## config.mk

```make
export PLATFORM = sky130hd
export DESIGN_NAME = serial_rx_8bit
export DESIGN_NICKNAME = d
export VERILOG_FILES = /design/src/rtl/serial_rx_8bit.sv
export SDC_FILE = /design/constraint.sdc
export NUM_CORES = 1
export LEC_CHECK = 0
export CAP_MARGIN = 5
export CORE_UTILIZATION = 53
export DETAILED_ROUTE_END_ITERATION = 6
export GPL_TIMING_DRIVEN = 0
export PLACE_DENSITY = 0.76
export SLEW_MARGIN = 20
export SYNTH_ARGS = -nofsm -noshare
export SYNTH_HDL_FRONTEND = slang
export SYNTH_SLANG_ARGS = --single-unit
```

## constraint.sdc

```tcl
create_clock -name clk -period 1.6 [get_ports clk]
set_input_delay 0.32 -clock clk [delete_from_list [all_inputs] [get_ports clk]]
set_output_delay 0.32 -clock clk [all_outputs]
set_load 0.02 [all_outputs]
```

## src/rtl/serial_rx_8bit.sv

```systemverilog
// serial_rx_8bit: 8N1 serial receiver with selectable bit order, one sample per bit at mid-cell.
// A falling edge on the synchronized line starts a frame; the stop-bit sample returns to IDLE.
module serial_rx_8bit #(
    parameter int CLKS_PER_BIT = 16
) (
    input  logic       clk,
    input  logic       reset,
    input  logic       rx_in,
    input  logic       msb_first,
    output logic [7:0] data_out,
    output logic       data_valid,
    output logic       frame_err,
    output logic       busy
);
    localparam int CW = $clog2(CLKS_PER_BIT);
    localparam logic [CW-1:0] HALF_END = CW'(CLKS_PER_BIT / 2 - 1);
    localparam logic [CW-1:0] BIT_END = CW'(CLKS_PER_BIT - 1);

    typedef enum logic [1:0] {IDLE, START, DATA, STOP} state_t;

    state_t          state;
    logic [CW-1:0]   cnt;
    logic [2:0]      idx;
    logic [7:0]      sh;
    logic            msb;
    logic            rx_meta;
    logic            rxs;
    logic            sample;

    // START samples half a bit in; later states sample one full bit after the previous sample
    assign sample = cnt == (state == START ? HALF_END : BIT_END);
    assign busy   = state != IDLE;

    always_ff @(posedge clk) begin
        if (reset) begin
            rx_meta    <= 1'b1;
            rxs        <= 1'b1;
            state      <= IDLE;
            cnt        <= '0;
            idx        <= '0;
            sh         <= '0;
            msb        <= 1'b0;
            data_out   <= 8'h00;
            data_valid <= 1'b0;
            frame_err  <= 1'b0;
        end else begin
            rx_meta    <= rx_in;
            rxs        <= rx_meta;
            data_valid <= 1'b0;
            frame_err  <= 1'b0;
            cnt        <= sample ? '0 : cnt + CW'(1);
            case (state)
                IDLE: if (!rxs) begin
                    cnt   <= '0;
                    msb   <= msb_first;
                    state <= START;
                end
                START: if (sample) begin
                    idx   <= '0;
                    state <= rxs ? IDLE : DATA;
                end
                DATA: if (sample) begin
                    sh  <= msb ? {sh[6:0], rxs} : {rxs, sh[7:1]};
                    idx <= idx + 3'd1;
                    if (idx == 3'd7) state <= STOP;
                end
                STOP: if (sample) begin
                    if (rxs) begin
                        data_out   <= sh;
                        data_valid <= 1'b1;
                    end else begin
                        frame_err  <= 1'b1;
                    end
                    state <= IDLE;
                end
                default: state <= IDLE;
            endcase
        end
    end
endmodule

```

Yosys cells after proc, flatten, opt, wreduce, memory -nomap -nowiden
Index checks and enable logic that the tools add are counted.
Widths: inputs -> output; s select.
{ "totals": {"register_bits": 30, "latchBits": 0, "ramBits": 0, "romBits": 0, "out_inout_bits": 11, "elab_cells": 51, "mem_count": 0} }
{ "op_classes": {"add_sub_neg": 2, "multipliers": 0, "n_div": 0, "order_cmp": 0, "n_eq_ne": 10, "shifts": 0, "n_mux": 17, "bitwise_logic": 3, "reduce_logical": 9} }
{ "op_table": {"columns": ["cell", "count"], "rows": [
  ["$mux 4", 4],
  ["$mux 2", 6],
  ["$ne 2x2->1 const B", 5],
  ["$mux 8", 1],
  ["$pmux 2 s4", 1],
  ["$mux 3", 2],
  ["$pmux 3 s2", 1],
  ["$reduce_and 3->1", 2],
  ["$reduce_and 5->1", 1],
  ["$add 4x1->4 const B", 1],
  ["$eq 2x2->1 const B", 2],
  ["$eq 4x4->1", 1],
  ["$reduce_and 2->1", 2],
  ["$reduce_bool 2->1", 2],
  ["$add 3x1->3 const B", 1],
  ["$eq 3x3->1 const B", 1],
  ["$not 1->1", 3],
  ["$reduce_or 3->1", 1],
  ["$eq 2x1->1 const B", 1],
  ["$logic_not 2->1", 1],
  ["$mux 1", 2]
]} }

Longest topological paths before layout
Gate-level depths: netlist (run 1).
{ "depth": {"depth_word": 6, "depth_mapped": 6} }

Least setup slack after synthesis (run 1)
No wires, ideal clock.
{ "synth_path": {"path_kind": "register to register", "startpoint": "register cnt[0]", "endpoint": "register sh[4]", "arrival_ns": 1.330, "setup_slack_ns": 0.190, "stages_incl_launch_ff": 7, "path_buffers": 1, "cell_sequence": "dfxtp_1 ha_1 nand2_4 nor3_4 buf_6 nor2_1 a211oi_2"} }
{ "synth_via": {"elab_chain_cells": 2} }
{ "synth_lines": {"columns": ["item", "line", "source"], "rows": [
  ["start, declared", "22", "logic [CW-1:0] cnt;"],
  ["start signal, assigned", "51", "cnt <= sample ? '0 : cnt + CW'(1);"],
  ["$eq 4x4->1", "31", "assign sample = cnt == (state == START ? HALF_END : BIT_END);"],
  ["$reduce_and 2->1 (no source line)", null, null],
  ["end signal, assigned", "63", "sh <= msb ? {sh[6:0], rxs} : {rxs, sh[7:1]};"],
  ["end, declared", "24", "logic [7:0] sh;"]
]} }
Every way passes these cells.
A chain may end at the register's enable or synchronous reset.

Final worst setup path (run 1)
{ "layout_path": {"startpoint": "register frame_err", "endpoint": "output port frame_err"} }
{ "layout_lines": {"columns": ["item", "line", "source"], "rows": [
  ["start, declared", "12", "output logic frame_err,"],
  ["start signal, assigned", "45", "frame_err <= 1'b0;"],
  ["start signal, assigned", "50", "frame_err <= 1'b0;"],
  ["start signal, assigned", "72", "frame_err <= 1'b1;"]
]} }
No word-level cell between the ends.

==> flow_summary_export.csv, run 1 <==
group,metric,value,unit
logic_synthesis,synth.yosys.seq_area_share,0.460,
routing,vias,1053,
grt,grt_usage,0.220,
logic_synthesis,synth_nets,146,
final_layout,syn_to_final_growth,20.2,%
clock_tree,cts_num_sinks,30,
pwr,swShare,0.233,
routing,avgRoutedWirePerCell,13.5,µm
place,dp.cells,180,
grt,grt_max_degree,11,
grt,grt_pass1_wl,4.19,mm
setup_path,r2r_slack,130,ps
worst_hold_path,min_path_cells,2,
timing,period_needed,1560,ps
final_layout,drive_gt1_frac,0.193,
logic_synthesis,synth_edf_count,0,
clock_tree,clockBufferDepth,2,
setup_path,critical_path_class,"reg -> out",
logic_synthesis,synth_flop_cell,"dfxtp_1",
clock_tree,cts_max_level,2,
setup_path,startpoint_type,"flip-flop",
setup_path,cp_slowest_cell,"clkdlybuf4s50_1",
floorplan,die_area,2660,µm²
grt,grt_pass1_vias,949,
floorplan,start_util,0.573,
job,cap_violations,0,
setup_path,cp_top_family,"buffers and inverters",
grt,antenna_found_initial,0,
timing,report.final.slew_viol_count,0,
final_layout,nets,167,
place,gp_congestion,0.814,
setup_path,slowest_delay,590,ps
timing,setup_viol,0,
setup_path,path_max_fanout,1,
pwr,seq_power_share,0.586,
pwr,clkPwrFrac,0.357,
final_layout,final.fill_count,168,
timing,tightest_slew,609,ps
place,io_buffers,13,
floorplan,num_io_pins,15,
clock_tree,cts-root-buf,"clkbuf_4",
setup_path,r2r-start,"cnt[0]$_SDFF_PP0_",
setup_path,crit_buf_inv,1,
timing,post-route-period-util,0.973,
final_layout,diodes,0,
timing,slew_headroom,0.594,
logic_synthesis,syn_inst,139,
clock_tree,worstSkewPairLatency,320,ps
routing,route.detailed.drc,0,
outcome,status,"finished, final reports clean",
setup_path,r2r_end,"sh[4]$_SDFFE_PP0P_",
clock_tree,cts_made_buffers,5,
setup_path,cp-end-kind,"output port",
timing,finalSetupTns,0,ps
worst_hold_path,hold_start,"reset",
pwr,ir_worst_vdd,0.624,mV
pwr,p_leak,0.655,nW
setup_path,arrival,1240,ps
logic_synthesis,yosysTopAreaCellShare,0.460,
final_layout,final_cells,189,
logic_synthesis,synth_top_area_cell,"dfxtp_1",
floorplan,die_h,51.6,µm
setup_path,path_cells,"clkdlybuf4s50_1",
floorplan,rows,17,
logic_synthesis,async_reset_ff_frac,0,
pwr,combPwrFrac,0.057,
logic_synthesis,ys_ff_latch,30,
logic_synthesis,avgSynthCellArea,9.39,µm²
timing,fmax,642,MHz
timing,holdWs,425,ps
worst_hold_path,hold_end,"idx[0]$_SDFFE_PP0P_",
pwr,powerDensity,833,nW/µm²
pwr,power.internal,0.00100,W
timing,finClkSkew,4.05,ps
place,dpl.hpwl,1.79,mm
routing,wl,2.56,mm
routing,vias_per_cell,5.57,
logic_synthesis,synth.top_cells.by_area,"dfxtp_1 46%, mux2i_1 6.9%, nand2_1 4.9%, nor2_1 4.9%, a211oi_1 4.6%",
floorplan,die_w,51.6,µm
floorplan,core_area,2280,µm²
routing,drt_iter0_markers,11,
timing,hold_viol,0,
setup_path,reg2reg_depth,6,
routing,ant_nets,0,
clock_tree,cts_tree,"done",
worst_hold_path,min_path_type,"in -> reg",
pwr,switching_power,0.000305,W
routing,firstDrtPassIters,4,
clock_tree,path_clk_slew,90,ps
grt,overflow,0,
logic_synthesis,ys.warnings.count,0,
logic_synthesis,yosysUniqueCellTypes,34,
setup_path,cp_data_required_time,1280,ps
logic_synthesis,synth_area,1310,µm²
timing,rsz0062_at_grt,"false",
-- worst max-delay path by stage --
stage	startpoint	to	slack, ps	cells after the start
final	frame_err$_SDFF_PP0_	frame_err	40	1
after floorplan	cnt[0]$_SDFF_PP0_	sh[4]$_SDFFE_PP0P_	190	6
after CTS	data_out[4]$_SDFFE_PP0P_	data_out[4]	8	1
after global routing	frame_err$_SDFF_PP0_	frame_err	20	1
after detailed placement	flip-flop	busy	-30	3
after global placement	flip-flop	busy	-30	3
-- sequential cells by signal (all words and copies together) (netlist names), named ones only --
signal and flops:
sh 8, cnt 4, rxs 1, frame_err 1, data_valid 1, state 1
idx 3, rx_meta 1, msb 1, data_out 8
-- through the flow --
stage	util	power (W)	area, µm²	worst slack [ps]
floorplan	-	0.000834	1310	190
global placement	0.646	0.000850	1470	-27.1
detailed placement	0.646	0.000854	1470	-33.3
CTS	0.667	0.00131	1520	7.74
global route	0.689	0.00136	1570	15.7
finish	0.689	0.00131	1570	43.3
-- placed cells by master (no fill, tap or decap), types with 3 or more instances in the layout --
master           netlist  layout
dfxtp_1               30      28
nor2_1                17      17
nand2_1               17      17
a21oi_1               10      10
mux2i_1                9       9
a211oi_1               8       8
dlymetal6s2s_1         0       6
clkbuf_1               4       5
clkbuf_4               0       5
inv_1                  4       4
buf_6                  2       3
or2_2                  4       3
clkdlybuf4s50_1        0       3
dlygate4sd2_1          0       3
-- synthesized netlist by cell type (all sizes together) (3+ instances only) --
master,number
mux2i,9
nor3,3
inv,5
nand2,19
dfxtp,30
clkbuf,5
a211oi,10
or2,4
nor2,17
ha,3
buf,4
a21oi,10
-- timing repair --
item | 4_1_cts | 5_1_grt
setup endpoints to repair | 6 | 17
resized for setup | 8 | 12
hold buffers | 0 | 0
pin swaps | 1 | 2
buffers inserted | 0 | 2
-- cells by family (layout without fill, tap and decap cells) --
| kind of cell | count (synthesis) | after routing | share of synthesized area |
|---|---|---|---|
| AO/OA/AOI/OAI | 25 | 25 | 0.133 |
| adder cells (fa/ha/maj) | 3 | 3 | 0.0288 |
| XOR/XNOR | 3 | 3 | 0.0201 |
| AND/OR/NAND/NOR | 55 | 55 | 0.234 |
| multiplexers | 9 | 9 | 0.0690 |
| buffers and inverters | 14 | 36 | 0.0546 |
| flip-flops | 30 | 30 | 0.460 |
-- final cells by class --
| class | instances | area, µm² | area share |
|---|---|---|---|
| Buffer | 8 | 47.5 | 0.0303 |
| Clock buffer | 7 | 55.1 | 0.0351 |
| Clock inverter | 1 | 5.00 | 0.00319 |
| Inverter | 5 | 18.8 | 0.0120 |
| Multi-Input combinational cell | 95 | 647 | 0.412 |
| Sequential cell | 30 | 603 | 0.384 |
| Tap cell | 28 | 35.0 | 0.0223 |
| Timing Repair Buffer | 15 | 158 | 0.100 |
-- power by group through the flow --
stage / combinational [W] / sequential, W / clock [W]
floorplan: 0.0000526 / 0.000781 / 0
global placement: 0.0000683 / 0.000782 / 0
detailed placement: 0.0000710 / 0.000783 / 0
CTS: 0.0000704 / 0.000766 / 0.000474
global route: 0.0000814 / 0.000767 / 0.000510
finish: 0.0000741 / 0.000766 / 0.000467
-- routing by layer --
metal	vias to the layer above	track usage	wire length, µm
met5	-	0	0
met4	0	0.122	55
met3	7	0.0614	84
met2	19	0.379	1250
met1	503	0.243	1170
li1	524	-	-
Power figures use the tool's default switching activity.
==> run 2, diff against run 1 <==
Settings changed: CAP_MARGIN 5 to 20, CELL_PAD_IN_SITES_DETAIL_PLACEMENT set to 0, CELL_PAD_IN_SITES_GLOBAL_PLACEMENT set to 1, CORE_UTILIZATION 53 to 41, PLACE_DENSITY 0.76 to unset, PLACE_DENSITY_LB_ADDON set to 0.1.
==> flow_summary_export.csv, run 2 (synthesis gave the netlist of run 1 again) <==
group,metric,value,unit
outcome,status,"finished, final reports clean",
timing,rsz0062_at_grt,"false",
final_layout,nets,168,
pwr,powerDensity,867,nW/µm²
routing,avgRoutedWirePerCell,12.5,µm
grt,grt_max_degree,11,
routing,drt_iter0_markers,33,
setup_path,worstSetupPathDepth,1,
floorplan,core_area,3030,µm²
floorplan,rows,20,
pwr,p_total,0.00139,W
place,dpl.hpwl,1.86,mm
pwr,p_leak,0.619,nW
worst_hold_path,min_path_type,"in -> reg",
timing,post-route-period-util,0.970,
setup_path,critical_path_class,"reg -> out",
pwr,ir_worst_vdd,0.598,mV
setup_path,slowest_delay,590,ps
setup_path,path_max_fanout,1,
setup_path,path_cells,"clkdlybuf4s50_1",
clock_tree,clockBufferDepth,2,
final_layout,layout_commonest_cell,"dfxtp_1",
clock_tree,cts_tree,"done",
job,cap_violations,0,
clock_tree,worstSkewPairLatency,330,ps
setup_path,cp_slowest_cell,"clkdlybuf4s50_1",
clock_tree,path_clk_slew,90,ps
timing,slew_headroom,0.599,
final_layout,drive_gt1_frac,0.204,
setup_path,startpoint_type,"flip-flop",
routing,vias,1031,
setup_path,cp_top_family,"buffers and inverters",
timing,period_needed,1550,ps
timing,finalSetupTns,0,ps
floorplan,start_util,0.431,
floorplan,die_area,3410,µm²
floorplan,die_h,58.4,µm
grt,overflow,0,
final_layout,reg_top3,"data_out (8), sh (8), cnt (4)",
setup_path,cp_data_required_time,1280,ps
setup_path,reg2reg_depth,6,
routing,route.detailed.drc,0,
grt,grt_usage,0.175,
timing,report.final.slew_viol_count,0,
timing,fmax,645,MHz
clock_tree,cts_hold_repair.buffers,0,
final_layout,design_area,1610,µm²
clock_tree,cts_num_sinks,30,
setup_path,worstSetupEndpoint,"data_valid",
timing,finClkSkew,7.60,ps
final_layout,final_util,0.530,
clock_tree,cts-root-buf,"clkbuf_4",
timing,tightest_slew,601,ps
setup_path,arrival,1230,ps
floorplan,num_io_pins,15,
grt,grt_pass1_wl,4.33,mm
floorplan,die_w,58.4,µm
setup_path,r2r_slack,150,ps
grt,grt_pass1_vias,982,
setup_path,crit_buf_inv,1,
routing,firstDrtPassIters,4,
timing,setup_viol,0,
setup_path,r2r-start,"cnt[0]$_SDFF_PP0_",
setup_path,cp-end-kind,"output port",
routing,ant_nets,0,
grt,antenna_found_initial,0,
final_layout,diodes,0,
setup_path,crit_start,"data_valid$_SDFF_PP0_",
clock_tree,cts_made_buffers,5,
clock_tree,cts_max_level,2,
place,placed_cell_area,1490,µm²
final_layout,syn_to_final_growth,23.0,%
routing,vias_per_cell,5.00,
routing,wl,2.58,mm
final_layout,final_cell_mix,"28 x dfxtp_1, 17 x nor2_1, 17 x nand2_1",
setup_path,r2r_end,"data_out[0]$_SDFFE_PP0P_",
place,gp_congestion,0.804,
worst_hold_path,hold_start,"reset",
timing,hold_viol,0,
place,io_buffers,13,
==> run 2: power by group <==
| part | total (W) | switching, W | internal, W |
|---|---|---|---|
| clock network | 0.000553 | 0.000254 | 0.000300 |
| registers | 0.000765 | 0.00000798 | 0.000757 |
| logic | 0.0000727 | 0.0000409 | 0.0000318 |
==> run 2: metal layers <==
metal,wire length [µm],track usage
met3,56,0.0484
met2,1350,0.297
met1,1120,0.190
met4,53,0.116
met5,0,0
==> run 2: timing repair <==
action	in CTS	in global routing
pin swaps	1	1
endpoints found under the setup margin	8	13
endpoints found under the hold margin	0	0
gates resized for setup	12	7
cloned	0	0
setup buffers	2	1
==> run 2: worst min path at each step <==
stage / depth (start not counted) / slack (ps) / to
final: 2 / 420 / idx[0]$_SDFFE_PP0P_
after floorplan: 1 / 390 / rxs$_SDFF_PP1_
after global routing: 1 / 430 / rxs$_SDFF_PP1_
after CTS: 1 / 420 / rxs$_SDFF_PP1_
after detailed placement: 1 / 400 / rxs$_SDFF_PP1_
after global placement: 1 / 390 / rxs$_SDFF_PP1_
==> run 2: cell type report <==
cell class | count | area [µm²]
inverter | 5 | 18.8
buffer | 8 | 47.5
clock buffer | 8 | 78.8
sequential | 30 | 603
fill | 288 | 1420
multi-input combinational | 95 | 647
timing repair buffer | 16 | 155
tap | 44 | 55.1
==> run 2: through the flow <==
step                std cells  hold WS (ps)  setup slack [ps]
finish                    206           420              48.7
CTS                       205           425             0.204
floorplan                 139           389               190
global route              206           435              8.43
global placement          196           393             -30.1
detailed placement        196           400             -35.2
